$ cat src/rtl/uart_program_loader_pkg.sv
// Shared types and constants for the UART program loader and its receiver.
package loader_pkg;

  localparam logic [7:0] SYNC_BYTE_DEFAULT = 8'hA5;

  typedef enum logic [2:0] {
    ST_IDLE,
    ST_LEN_LO,
    ST_LEN_HI,
    ST_DATA,
    ST_CSUM,
    ST_DONE,
    ST_ERROR
  } loader_state_t;

  typedef enum logic [1:0] {
    RX_IDLE,
    RX_START,
    RX_DATA,
    RX_STOP
  } rx_state_t;

  // Largest image, in 32-bit words, that fits in a memory of mem_bytes bytes.
  function automatic logic [15:0] max_words(input int mem_bytes);
    return 16'(mem_bytes / 4);
  endfunction

endpackage

$ cat src/rtl/uart_program_loader_if.sv
// Memory write port and CPU/status signals driven by the program loader.
interface uart_program_loader_if;

  logic [31:0] mem_address;
  logic        mem_write_en;
  logic [31:0] mem_write_data;
  logic        cpu_hold;
  logic        load_done;
  logic        load_error;

  modport master (
    output mem_address,
    output mem_write_en,
    output mem_write_data,
    output cpu_hold,
    output load_done,
    output load_error
  );

  modport slave (
    input mem_address,
    input mem_write_en,
    input mem_write_data,
    input cpu_hold,
    input load_done,
    input load_error
  );

endinterface

$ cat src/rtl/uart_program_loader_uart_rx.sv
// UART 8N1 receiver: 2-FF synchronizer, mid-bit sampling via a down-counting bit timer.
//
//  state    | meaning
//  ---------+-------------------------------------------------------
//  RX_IDLE  | line idle, waiting for a falling edge
//  RX_START | half-bit wait, start bit must still be low to proceed
//  RX_DATA  | sampling 8 data bits LSB first at bit centres
//  RX_STOP  | sampling stop bit; high -> valid, low -> frame_err
module uart_rx
  import loader_pkg::*;
#(
  parameter int CLKS_PER_BIT = 868
) (
  input  logic       clk,
  input  logic       reset,
  input  logic       rx,
  output logic [7:0] data,
  output logic       valid,
  output logic       frame_err
);

  localparam int          TW   = $clog2(CLKS_PER_BIT);
  localparam logic [TW-1:0] HALF = TW'(CLKS_PER_BIT / 2 - 1);
  localparam logic [TW-1:0] FULL = TW'(CLKS_PER_BIT - 1);

  rx_state_t     state, state_nxt;
  logic [TW-1:0] timer, timer_nxt;
  logic [2:0]    bit_cnt, bit_cnt_nxt;
  logic [7:0]    shreg, shreg_nxt;
  logic [7:0]    data_nxt;
  logic          valid_nxt, err_nxt;
  logic          rx_s1, rx_s2, rx_prev;

  // Synchronizer resets to the idle level so reset release never looks like a start edge.
  always_ff @(posedge clk or negedge reset) begin
    if (!reset) begin
      rx_s1   <= 1'b1;
      rx_s2   <= 1'b1;
      rx_prev <= 1'b1;
    end else begin
      rx_s1   <= rx;
      rx_s2   <= rx_s1;
      rx_prev <= rx_s2;
    end
  end

  always_ff @(posedge clk or negedge reset) begin
    if (!reset) begin
      state     <= RX_IDLE;
      timer     <= '0;
      bit_cnt   <= '0;
      shreg     <= '0;
      data      <= '0;
      valid     <= 1'b0;
      frame_err <= 1'b0;
    end else begin
      state     <= state_nxt;
      timer     <= timer_nxt;
      bit_cnt   <= bit_cnt_nxt;
      shreg     <= shreg_nxt;
      data      <= data_nxt;
      valid     <= valid_nxt;
      frame_err <= err_nxt;
    end
  end

  always_comb begin
    state_nxt   = state;
    timer_nxt   = timer;
    bit_cnt_nxt = bit_cnt;
    shreg_nxt   = shreg;
    data_nxt    = data;
    valid_nxt   = 1'b0;
    err_nxt     = 1'b0;
    case (state)
      RX_IDLE: begin
        if (rx_prev && !rx_s2) begin
          state_nxt = RX_START;
          timer_nxt = HALF;
        end
      end
      RX_START: begin
        if (timer == '0) begin
          if (!rx_s2) begin
            state_nxt   = RX_DATA;
            timer_nxt   = FULL;
            bit_cnt_nxt = '0;
          end else begin
            state_nxt = RX_IDLE;
          end
        end else begin
          timer_nxt = timer - 1'b1;
        end
      end
      RX_DATA: begin
        if (timer == '0) begin
          shreg_nxt = {rx_s2, shreg[7:1]};
          timer_nxt = FULL;
          if (bit_cnt == 3'd7) begin
            state_nxt = RX_STOP;
          end else begin
            bit_cnt_nxt = bit_cnt + 3'd1;
          end
        end else begin
          timer_nxt = timer - 1'b1;
        end
      end
      RX_STOP: begin
        if (timer == '0) begin
          state_nxt = RX_IDLE;
          if (rx_s2) begin
            valid_nxt = 1'b1;
            data_nxt  = shreg;
          end else begin
            err_nxt = 1'b1;
          end
        end else begin
          timer_nxt = timer - 1'b1;
        end
      end
      default: state_nxt = RX_IDLE;
    endcase
  end

endmodule

$ cat src/rtl/uart_program_loader.sv
// Serial program loader: receives a framed image over UART and writes it into CPU memory.
//
//  state     | meaning
//  ----------+----------------------------------------------------------
//  ST_IDLE   | no frame seen since reset, waiting for SYNC
//  ST_LEN_LO | SYNC seen, expecting low byte of word count
//  ST_LEN_HI | expecting high byte of word count, range check
//  ST_DATA   | assembling little-endian words, one write per 4 bytes
//  ST_CSUM   | comparing received byte with XOR of data bytes
//  ST_DONE   | frame loaded, CPU released, waiting for next SYNC
//  ST_ERROR  | frame aborted, CPU held, waiting for next SYNC
module uart_program_loader
  import loader_pkg::*;
#(
  parameter int          CLKS_PER_BIT = 868,
  parameter int          MEM_BYTES    = 800,
  parameter logic [31:0] BASE_ADDR    = 32'h0,
  parameter logic [7:0]  SYNC_BYTE    = SYNC_BYTE_DEFAULT
) (
  input  logic                         clk,
  input  logic                         reset,
  input  logic                         RxD,
  uart_program_loader_if.master        mem_bus
);

  logic [7:0]    rx_data;
  logic          rx_valid, rx_err;

  loader_state_t state, state_nxt;
  logic [7:0]    len_lo;
  logic [15:0]   len, len_rx;
  logic [15:0]   word_cnt;
  logic [1:0]    byte_idx;
  logic [23:0]   word_shift;
  logic [7:0]    csum;
  logic [31:0]   mem_address, mem_write_data;
  logic          mem_write_en, cpu_hold, load_done, load_error;

  logic          start_frame, load_len_lo, start_data, accept_byte;
  logic          wr_word, set_done, set_err;

  uart_rx #(
    .CLKS_PER_BIT(CLKS_PER_BIT)
  ) u_rx (
    .clk       (clk),
    .reset     (reset),
    .rx        (RxD),
    .data      (rx_data),
    .valid     (rx_valid),
    .frame_err (rx_err)
  );

  assign len_rx = {rx_data, len_lo};

  always_ff @(posedge clk or negedge reset) begin
    if (!reset) state <= ST_IDLE;
    else        state <= state_nxt;
  end

  always_comb begin
    state_nxt   = state;
    start_frame = 1'b0;
    load_len_lo = 1'b0;
    start_data  = 1'b0;
    accept_byte = 1'b0;
    wr_word     = 1'b0;
    set_done    = 1'b0;
    set_err     = 1'b0;
    if (rx_err && (state inside {ST_LEN_LO, ST_LEN_HI, ST_DATA, ST_CSUM})) begin
      state_nxt = ST_ERROR;
      set_err   = 1'b1;
    end else if (rx_valid) begin
      case (state)
        ST_IDLE, ST_DONE, ST_ERROR: begin
          if (rx_data == SYNC_BYTE) begin
            state_nxt   = ST_LEN_LO;
            start_frame = 1'b1;
          end
        end
        ST_LEN_LO: begin
          state_nxt   = ST_LEN_HI;
          load_len_lo = 1'b1;
        end
        ST_LEN_HI: begin
          if (len_rx > max_words(MEM_BYTES)) begin
            state_nxt = ST_ERROR;
            set_err   = 1'b1;
          end else if (len_rx == 16'd0) begin
            state_nxt = ST_CSUM;
          end else begin
            state_nxt  = ST_DATA;
            start_data = 1'b1;
          end
        end
        ST_DATA: begin
          accept_byte = 1'b1;
          if (byte_idx == 2'd3) begin
            wr_word = 1'b1;
            if (word_cnt == len - 16'd1) state_nxt = ST_CSUM;
          end
        end
        ST_CSUM: begin
          if (rx_data == csum) begin
            state_nxt = ST_DONE;
            set_done  = 1'b1;
          end else begin
            state_nxt = ST_ERROR;
            set_err   = 1'b1;
          end
        end
        default: state_nxt = ST_IDLE;
      endcase
    end
  end

  // The word is written straight from the 4th byte so a partial word never reaches memory.
  always_ff @(posedge clk or negedge reset) begin
    if (!reset) begin
      len_lo         <= '0;
      len            <= '0;
      word_cnt       <= '0;
      byte_idx       <= '0;
      word_shift     <= '0;
      csum           <= '0;
      mem_address    <= '0;
      mem_write_data <= '0;
      mem_write_en   <= 1'b0;
      cpu_hold       <= 1'b0;
      load_done      <= 1'b0;
      load_error     <= 1'b0;
    end else begin
      mem_write_en <= wr_word;
      if (wr_word) mem_write_data <= {rx_data, word_shift};
      if (mem_write_en) begin
        mem_address <= mem_address + 32'd4;
        word_cnt    <= word_cnt + 16'd1;
      end
      if (load_len_lo) len_lo <= rx_data;
      if (start_frame) begin
        cpu_hold   <= 1'b1;
        load_done  <= 1'b0;
        load_error <= 1'b0;
        csum       <= '0;
        byte_idx   <= '0;
      end
      if (start_data) begin
        len         <= len_rx;
        mem_address <= BASE_ADDR;
        word_cnt    <= '0;
        byte_idx    <= '0;
      end
      if (accept_byte) begin
        csum     <= csum ^ rx_data;
        byte_idx <= byte_idx + 2'd1;
        case (byte_idx)
          2'd0:    word_shift[7:0]   <= rx_data;
          2'd1:    word_shift[15:8]  <= rx_data;
          2'd2:    word_shift[23:16] <= rx_data;
          default: ;
        endcase
      end
      if (set_done) begin
        load_done <= 1'b1;
        cpu_hold  <= 1'b0;
      end
      if (set_err) load_error <= 1'b1;
    end
  end

  assign mem_bus.mem_address    = mem_address;
  assign mem_bus.mem_write_en   = mem_write_en;
  assign mem_bus.mem_write_data = mem_write_data;
  assign mem_bus.cpu_hold       = cpu_hold;
  assign mem_bus.load_done      = load_done;
  assign mem_bus.load_error     = load_error;

endmodule
$ cat src/flat_wrapper.sv
// flat-port wrapper written by rule: the top's interface ports become plain ports
module uart_program_loader_flat import loader_pkg::*;
#(
  parameter int          CLKS_PER_BIT = 868,
  parameter int          MEM_BYTES    = 800,
  parameter logic [31:0] BASE_ADDR    = 32'h0,
  parameter logic [7:0]  SYNC_BYTE    = SYNC_BYTE_DEFAULT
)
  (clk, reset, RxD, mem_bus_mem_address, mem_bus_mem_write_en, mem_bus_mem_write_data, mem_bus_cpu_hold, mem_bus_load_done, mem_bus_load_error);
  uart_program_loader_if mem_bus_i ();
  input  logic clk;
  input  logic reset;
  input  logic RxD;
  output wire logic [$bits(mem_bus_i.mem_address)-1:0] mem_bus_mem_address;
  output wire logic [$bits(mem_bus_i.mem_write_en)-1:0] mem_bus_mem_write_en;
  output wire logic [$bits(mem_bus_i.mem_write_data)-1:0] mem_bus_mem_write_data;
  output wire logic [$bits(mem_bus_i.cpu_hold)-1:0] mem_bus_cpu_hold;
  output wire logic [$bits(mem_bus_i.load_done)-1:0] mem_bus_load_done;
  output wire logic [$bits(mem_bus_i.load_error)-1:0] mem_bus_load_error;
  assign mem_bus_mem_address = mem_bus_i.mem_address;
  assign mem_bus_mem_write_en = mem_bus_i.mem_write_en;
  assign mem_bus_mem_write_data = mem_bus_i.mem_write_data;
  assign mem_bus_cpu_hold = mem_bus_i.cpu_hold;
  assign mem_bus_load_done = mem_bus_i.load_done;
  assign mem_bus_load_error = mem_bus_i.load_error;
  uart_program_loader #(.CLKS_PER_BIT(CLKS_PER_BIT), .MEM_BYTES(MEM_BYTES), .BASE_ADDR(BASE_ADDR), .SYNC_BYTE(SYNC_BYTE)) u_core (.clk(clk), .reset(reset), .RxD(RxD), .mem_bus(mem_bus_i));
endmodule
$ cat config.mk
export PLATFORM = sky130hd
export DESIGN_NAME = uart_program_loader_flat
export DESIGN_NICKNAME = d
export VERILOG_FILES = /design/src/rtl/uart_program_loader_pkg.sv /design/src/rtl/uart_program_loader_if.sv /design/src/rtl/uart_program_loader_uart_rx.sv /design/src/rtl/uart_program_loader.sv /design/src/flat_wrapper.sv
export SDC_FILE = /design/constraint.sdc
export NUM_CORES = 1
export LEC_CHECK = 0
export CAP_MARGIN = 25
export CORE_ASPECT_RATIO = 0.6
export CORE_UTILIZATION = 35
export DETAILED_ROUTE_END_ITERATION = 8
export HOLD_SLACK_MARGIN = 0.15
export SLEW_MARGIN = 25
export SYNTH_ARGS = -nofsm -noshare
export SYNTH_HDL_FRONTEND = slang
export SYNTH_SLANG_ARGS = --single-unit
$ cat constraint.sdc
create_clock -name clk -period 4.8 [get_ports clk]
set_input_delay 0.96 -clock clk [delete_from_list [all_inputs] [get_ports clk]]
set_output_delay 0.96 -clock clk [all_outputs]
set_load 0.01 [all_outputs]
# Word level (Yosys, flattened, before mapping)
# Cells that the tools add are included.
# word_totals
ramBits	0
mem_count	0
latchBits	0
in_bits	3
rom_bits	0
out_inout_bits	68
ff_bits	181
wordCells	162
# op_classes
n_reduce_logical	26
eq_ne	28
n_div	0
muxes	75
order_cmp	1
bitwise	1
n_mul	0
n_shift	0
n_addsub	6
# ops
operator	count
$mux 32	2
$mux 10	5
$pmux 10 s4	1
$mux 1	38
$mux 3	11
$add 32x3->32 const B	1
$mux 16	2
$mux 2	10
$add 16x1->16 const B	1
$eq 16x16->1	1
$gt 16x8->1 const B	1
$logic_not 16->1	1
$mux 8	2
$ne 2x2->1 const B	8
$sub 16x1->16 const B	1
$pmux 3 s5	1
$eq 3x3->1 const B	4
$reduce_bool 2->1	6
$logic_not 10->1	1
$reduce_and 5->1	2
$sub 10x1->10 const B	1
$ne 3x3->1 const B	3
$eq 2x2->1 const B	4
$eq 8x8->1	1
other kinds (21)	29

# Depth between registers and ports, before layout
# Gate-level depths: netlist of run 1.
# logic_depth
word_depth	8
mapped_depth	8

# Hierarchy
# A second synthesis of run 1 with hierarchy kept.
# hier_totals
hier_cells	806
hier_area_um2	8568.2
# modules_own_cells
module	n_inst	area_each_um2	cells_each
uart_program_loader	1	6816.5	631
uart_rx	1	1751.7	175

# Least setup slack after synthesis of run 1
# OpenSTA, ideal clock, no wires.
# synth_timing
path_type	flip-flop to flip-flop
startpoint	register u_core.len[2]
endpoint	register u_core.state[0]
t_arrival_ps	2508
required_time_ps	4666
path_slack_ps	2158
path_buffers	1
stages_incl_launch_ff	8
cell_sequence	dfrtp_1 buf_6 or4_4 or4_1 and4_4 or4_4 nor4_2 o22ai_1
# synth_via
elab_chain_len	4
# synth_lines
element	line	source
start, declared	uart_program_loader.sv:31	logic [15:0] len, len_rx;
start signal, assigned	uart_program_loader.sv:147	len <= len_rx;
$sub 16x1->16	uart_program_loader.sv:99	if (word_cnt == len - 16'd1) state_nxt = ST_CSUM;
$eq 16x16->1	uart_program_loader.sv:99	
$ne 3x3->1 (no line)	n/a	
$reduce_and 4->1 (no line)	n/a	
end signal, assigned	uart_program_loader.sv:57	else state <= state_nxt;
end, declared	uart_program_loader.sv:29	loader_state_t state, state_nxt;
# Every way passes these cells.
# A chain may end at the register's enable or synchronous reset.

# Worst setup path after layout of run 1
# layout_timing
startpoint	register u_core.len[0]
endpoint	register u_core.state[0]
# The elaborated chain is that of the path after synthesis.

==> out/qor.txt, run 1 <==
status -> finished, final reports clean
Die X -> 204 um
CTS tree -> yes
ANT cells -> 0
sequential share of the synthesized area -> 52.3%
CTS sink count -> 179
Avg Vias per Cell -> 5.06
period utilization -> 60.5%
Avg Inst Size Synth -> 10.8 um2
largest fanout on the critical path -> 8
routability cong. -> 0.802
peak supply drop -> 257 uV
WP data required -> 5.10 ns
post-CTS resize count -> 0
Synth top area share -> 51.4%
Initial DRC Count -> 341
NetSw -> 919 uW
vias in the first global route -> 5,582
post-layout min period -> 2.91 ns
total number of vias -> 5,941
slew margin rel. -> 46.1%
Worst-path clk slew -> 0.07 ns
Reg power frac -> 46.5%
Comb pwr share -> 11.9%
clock network power share -> 41.6%
maxcap violations -> 0
# nets final -> 864
core area -> 23,600 um2
count of final hold-check violations -> 0
Power Density -> 338 nW/um2
worst skew pair latency -> 0.43 ns
initial antenna violation count -> 0
TNS Setup -> 0 ns
Final Max Slew Viols -> 0
Max Root-Sink Buffers -> 2
critical path type -> reg -> reg
clock skew -> 0.0115 ns
layout cell share with drive strength beyond 1 -> 16.4%
critical path launch point type -> flop
Seq cells post-synth -> 179
largest cells by area after synthesis -> dfrtp_1 (51%), mux2_2 (11%), xnor2_1 (4.2%)
GRT Residual Overflow -> 0
Synth Cell Area -> 8570 um2
# IOs -> 71
estimated wirelength of the detail-placed design -> 12,400 um
synthesized instance count -> 792
Initial Utilization -> 36.4%
worst min path class -> reg -> reg
final setup violation count -> 0
Avg WL per Cell -> 15.4 um
overall routed net length -> 18,100 um
setup repair bufs after CTS -> 0
post-synth top area cell -> dfrtp_1
chip height -> 123 um
Leak -> 4.68 nW
root buffer cell -> clkbuf_16
DIE AREA -> 25,100 um2
Worst Hold Slack -> 0.360 ns
Slew @ Worst Pin -> 0.809 ns
Yosys cell types -> 65
Worst setup EP type -> flop
Critical Path AT -> 3.21 ns
H-Tree Depth -> 4
first drt pass iteration count -> 4
ys async rst share -> 100%
EDFF count, synth -> 0
CTS buffer count -> 17
# port buffers -> 68
num rows -> 43
Sw Ratio -> 26.7%
RSZ-0062 raised after global routing -> false
Antenna Nets Post-Route -> 0
Int Pwr -> 2.52 mW
synthesis-to-finish area growth -> 18.6%
Tot GR Track Use -> 15.3%
pin count of the biggest net entering global routing -> 93
Max Clock Freq -> 344 MHz
DRC -> 0
wire length of the first global-routing pass -> 30,000 um
Syn. warnings -> 0
hold_buf cts -> 0
Primary FF master, synth -> dfrtp_1
==> power by group through the flow <==
stage                     Clock, mW  Combinational [mW]  Sequential [mW]
after global placement            0               0.405             1.63
after CTS                      1.48               0.410             1.60
after detailed placement          0               0.408             1.63
after floorplan                   0               0.305             1.62
after global routing           1.54               0.471             1.61
final                          1.43               0.409             1.60
==> cells in the mapped netlist (3+ instances only) <==
cell type  number
dfrtp_1       176
nor2_1         85
mux2_2         81
nand2_1        51
o21ai_0        42
xnor2_1        41
clkbuf_1       32
xor2_1         29
nand3_1        23
inv_1          21
a21oi_1        18
nor3_1         16
ha_1           15
nand4_1        14
nor2b_1        11
nor4_1         11
o21ai_1         8
or3_1           8
nand2b_1        7
and2_1          6
and4_1          6
a211oi_1        4
and3_1          4
mux2_1          4
o21a_1          4
o22ai_1         4
o31ai_1         4
or4_1           4
or4_4           4
a211o_1         3
buf_1           3
buf_6           3
dfstp_2         3
mux2i_1         3
nand3b_1        3
o41ai_1         3
or2_2           3
==> stage by stage <==
stage | area (um2) | util, % | power [mW] | worst slack (ns) | std cells
floorplan | 8580 | - | 1.92 | 2.16 | 793
global placement | 9540 | 40.5 | 2.03 | 1.90 | 1142
detailed placement | 9560 | 40.5 | 2.03 | 1.86 | 1142
CTS | 10200 | 43.1 | 3.49 | 1.82 | 1174
global route | 10200 | 43.2 | 3.62 | 1.66 | 1174
finish | 10200 | 43.2 | 3.44 | 1.89 | 1174
==> per-layer routing <==
| layer | part of all wire [%] | global-route usage, % | wire [um] |
|---|---|---|---|
| met2 | 38 | 19.3 | 6960 |
| met1 | 57 | 24.8 | 10300 |
| met5 | 0 | 0 | 0 |
| met4 | 0.61 | 4.24 | 110 |
| met3 | 4.0 | 3.93 | 722 |
==> cell type report <==
class / instances / area, um2
inverters: 21 / 78.8
flip-flops and latches: 179 / 4480
well taps: 315 / 394
clock buffers: 20 / 467
clock inverters: 12 / 143
multi-input cells: 551 / 3850
fillers: 2201 / 13400
repair buffers: 76 / 754
==> registers in the layout (all words and copies together) (netlist names) <==
name	flops
u_core.mem_bus.load_error	1
u_core.u_rx.rx_prev	1
u_core.u_rx.frame_err	1
u_core.u_rx.rx_s2	1
u_core.mem_bus.load_done	1
u_core.len_lo	8
u_core.mem_bus.mem_address	30
u_core.word_cnt	16
u_core.csum	8
u_core.u_rx.state	2
u_core.mem_bus.mem_write_data	32
u_core.u_rx.data	8
u_core.u_rx.shreg	8
u_core.u_rx.bit_cnt	3
u_core.u_rx.valid	1
u_core.u_rx.rx_s1	1
u_core.len	16
u_core.mem_bus.cpu_hold	1
u_core.state	3
u_core.word_shift	24
u_core.byte_idx	2
u_core.mem_bus.mem_write_en	1
u_core.u_rx.timer	10
==> path summary, 6_finish.rpt <==
check | from | end | slack (ns) | cells past startpoint
max | u_core.len[0]$_DFFE_PN0N_ | u_core.state[0]$_DFFE_PN0P_ | 1.89 | 8
min in group asynchronous | reset | u_core.mem_bus.mem_write_data[13]$_DFFE_PN0P_ | 0.59 | 1
max reg2reg | u_core.len[0]$_DFFE_PN0N_ | u_core.state[0]$_DFFE_PN0P_ | 1.89 | 8
max in group asynchronous | reset | u_core.u_rx.rx_s1$_DFF_PN1_ | 3.19 | 2
min reg2reg | u_core.u_rx.rx_s1$_DFF_PN1_ | u_core.u_rx.rx_s2$_DFF_PN1_ | 0.36 | 0
min | u_core.u_rx.rx_s1$_DFF_PN1_ | u_core.u_rx.rx_s2$_DFF_PN1_ | 0.36 | 0
==> logic make-up (layout without fill, tap and decap cells) <==
| logic type | after synthesis | after routing | synth area share [%] |
|---|---|---|---|
| xor+xnor | 70 | 70 | 7.15 |
| compound gates | 107 | 107 | 7.59 |
| fa+ha+maj | 15 | 15 | 2.19 |
| simple gates | 269 | 269 | 16.1 |
| mux | 88 | 88 | 11.5 |
| other cells | 1 | 2 | 0.0437 |
| flops | 179 | 179 | 52.3 |
| buf+inv | 63 | 129 | 3.14 |
==> worst max-delay path: stages, from the launching register on <==
cell,delay [ns]
dfrtp_1,0.45
inv_1,0.12
ha_1,0.30
or4b_1,0.56
nor4_1,0.33
xnor2_1,0.09
or3b_1,0.39
nor4_2,0.39
o22ai_1,0.14
==> placed cells by master, fill, tap and decap left out, types with 4 or more instances in the layout <==
master / netlist / routed
dfrtp_1: 176 / 176
nor4_1: 11 / 10
o22ai_1: 4 / 4
o21ai_1: 8 / 7
nand2b_1: 7 / 7
and3_1: 4 / 4
xnor2_1: 41 / 41
buf_4: 2 / 7
and4_1: 6 / 6
or4_4: 4 / 4
inv_1: 21 / 21
a211oi_1: 4 / 4
o21a_1: 4 / 4
a21oi_1: 18 / 18
clkbuf_16: 0 / 17
and2_1: 6 / 6
ha_1: 15 / 15
o31ai_1: 4 / 4
or4_1: 4 / 4
mux2_1: 4 / 4
nand4_1: 14 / 14
nand2_1: 51 / 51
nand3_1: 23 / 23
clkdlybuf4s50_1: 0 / 67
nor2_1: 85 / 85
or3_1: 8 / 8
nor2b_1: 11 / 11
mux2_2: 81 / 81
xor2_1: 29 / 29
nor3_1: 16 / 15
o21ai_0: 42 / 42
Note: power is estimated with default switching activity, not from simulation.
==> inputs of run 2 (changes only) <==
==> constraint.sdc (replaced) <==
create_clock -name clk -period 3 [get_ports clk]
set_input_delay 0.6 -clock clk [delete_from_list [all_inputs] [get_ports clk]]
set_output_delay 0.6 -clock clk [all_outputs]
set_load 0.01 [all_outputs]
==> out/qor.txt, run 2 (synthesis gave the netlist of run 1 again) <==
Comb pwr share -> 12.1%
root buffer cell -> clkbuf_16
Initial Utilization -> 36.4%
most frequent cells in the layout -> dfrtp_1 (176), nor2_1 (85), mux2_2 (81)
Leak -> 4.78 nW
NetSw -> 1.48 mW
setup repair bufs after CTS -> 0
CTS sink count -> 179
wire length of the first global-routing pass -> 30,600 um
# port buffers -> 68
Sw Ratio -> 26.5%
Finished Layout Cells -> 1,193
layout cell share with drive strength beyond 1 -> 17.8%
Critical Path AT -> 3.06 ns
core area -> 23,600 um2
Initial DRC Count -> 397
critical path type -> reg -> reg
GRT Residual Overflow -> 0
# IOs -> 71
Max Clock Freq -> 364 MHz
initial antenna violation count -> 0
biggest regs -> u_core.mem_bus.mem_write_data x32, u_core.mem_bus.mem_address x30, u_core.word_shift x24
critical path launch point type -> flop
synthesis-to-finish area growth -> 20.5%
Worst-path clk slew -> 0.07 ns
slew margin rel. -> 58.2%
clock skew -> 0.0111 ns
Avg Vias per Cell -> 4.98
Reg power frac -> 45.9%
WP data required -> 3.31 ns
worst min path class -> reg -> reg
worst skew pair latency -> 0.44 ns
routability cong. -> 0.831
leading cell type in the layout, fill and taps excluded -> dfrtp_1
chip height -> 123 um
TNS Setup -> 0 ns
Final Max Slew Viols -> 0
final setup violation count -> 0
post-CTS resize count -> 0
Slew @ Worst Pin -> 0.623 ns
CTS tree -> yes
Worst setup EP type -> flop
H-Tree Depth -> 4
ANT cells -> 0
Die X -> 204 um
estimated wirelength of the detail-placed design -> 12,500 um
count of final hold-check violations -> 0
Inst Count DP -> 1,160
num rows -> 43
largest register by flop count -> u_core.mem_bus.mem_write_data
overall routed net length -> 18,200 um
peak supply drop -> 396 uV
maxcap violations -> 0
post-layout util -> 43.8%
DRC -> 0
status -> finished, final reports clean
clock network power share -> 41.9%
# nets final -> 883
pin count of the biggest net entering global routing -> 65
RSZ-0062 raised after global routing -> false
Tot GR Track Use -> 15.6%
Power Density -> 539 nW/um2
Antenna Nets Post-Route -> 0
total number of vias -> 5,947
first drt pass iteration count -> 5
post-layout min period -> 2.75 ns
Max Root-Sink Buffers -> 2
max FFs per register -> 32
Int Pwr -> 4.09 mW
vias in the first global route -> 5,755
DIE AREA -> 25,100 um2
largest fanout on the critical path -> 6
CTS buffer count -> 17
Avg WL per Cell -> 15.3 um
period utilization -> 91.7%
==> run 2: path summary, 6_finish.rpt <==
| kind | slack, ns | end | start | depth (start not counted) |
|---|---|---|---|---|
| min in group asynchronous | 0.63 | u_core.mem_bus.mem_write_data[14]$_DFFE_PN0P_ | reset | 2 |
| min | 0.36 | u_core.u_rx.rx_s2$_DFF_PN1_ | u_core.u_rx.rx_s1$_DFF_PN1_ | 0 |
| max reg2reg | 0.25 | u_core.state[0]$_DFFE_PN0P_ | u_core.len[0]$_DFFE_PN0N_ | 6 |
| max | 0.25 | u_core.state[0]$_DFFE_PN0P_ | u_core.len[0]$_DFFE_PN0N_ | 6 |
| max in group asynchronous | 1.65 | u_core.u_rx.rx_prev$_DFF_PN1_ | reset | 3 |
| min reg2reg | 0.36 | u_core.u_rx.rx_s2$_DFF_PN1_ | u_core.u_rx.rx_s1$_DFF_PN1_ | 0 |
==> run 2: layout make-up <==
cell class | instances | area [um2]
fillers | 2235 | 13200
flip-flops and latches | 179 | 4480
multi-input cells | 551 | 3830
repair buffers | 95 | 925
clock buffers | 19 | 443
well taps | 315 | 394
clock inverters | 13 | 173
inverters | 21 | 78.8
==> run 2: power groups by stage <==
stage | combinational (mW) | clock [mW] | sequential, mW
2_1_floorplan | 0.488 | 0 | 2.59
3_3_place_gp | 0.680 | 0 | 2.60
3_5_place_dp | 0.674 | 0 | 2.60
4_1_cts | 0.676 | 2.41 | 2.56
5_1_grt | 0.775 | 2.51 | 2.57
6_report | 0.675 | 2.33 | 2.56
==> run 2: repair_timing <==
item,4_1_cts,5_1_grt
setup endpoints to repair,0,0
hold endpoints to repair,35,0
hold buffers,1,0
==> run 2: critical path: stages, from the launching register on <==
cell	delay (ns)
dfrtp_1	0.43
or4_4	0.60
or4_1	0.41
and4_4	0.20
or4_4	0.47
nor4_2	0.37
o22ai_1	0.14
==> run 2: layer usage <==
layer | GRT usage, % | vias up | part of all wire [%]
li1 | - | 2913 | -
met1 | 24.7 | 2945 | 57
met2 | 20.5 | 68 | 39
met3 | 3.74 | 21 | 3.2
met4 | 4.48 | 0 | 1.1
met5 | 0 | - | 0
==> run 2: through the flow <==
step	instance area [um2]	setup WS, ns	total power, mW	hold WS [ns]
detailed placement	9700	0.242	3.27	0.347
CTS	10300	0.235	5.64	0.357
global route	10300	0.0562	5.85	0.363
global placement	9700	0.277	3.28	0.346
finish	10300	0.250	5.57	0.357
floorplan	8580	0.358	3.07	0.304
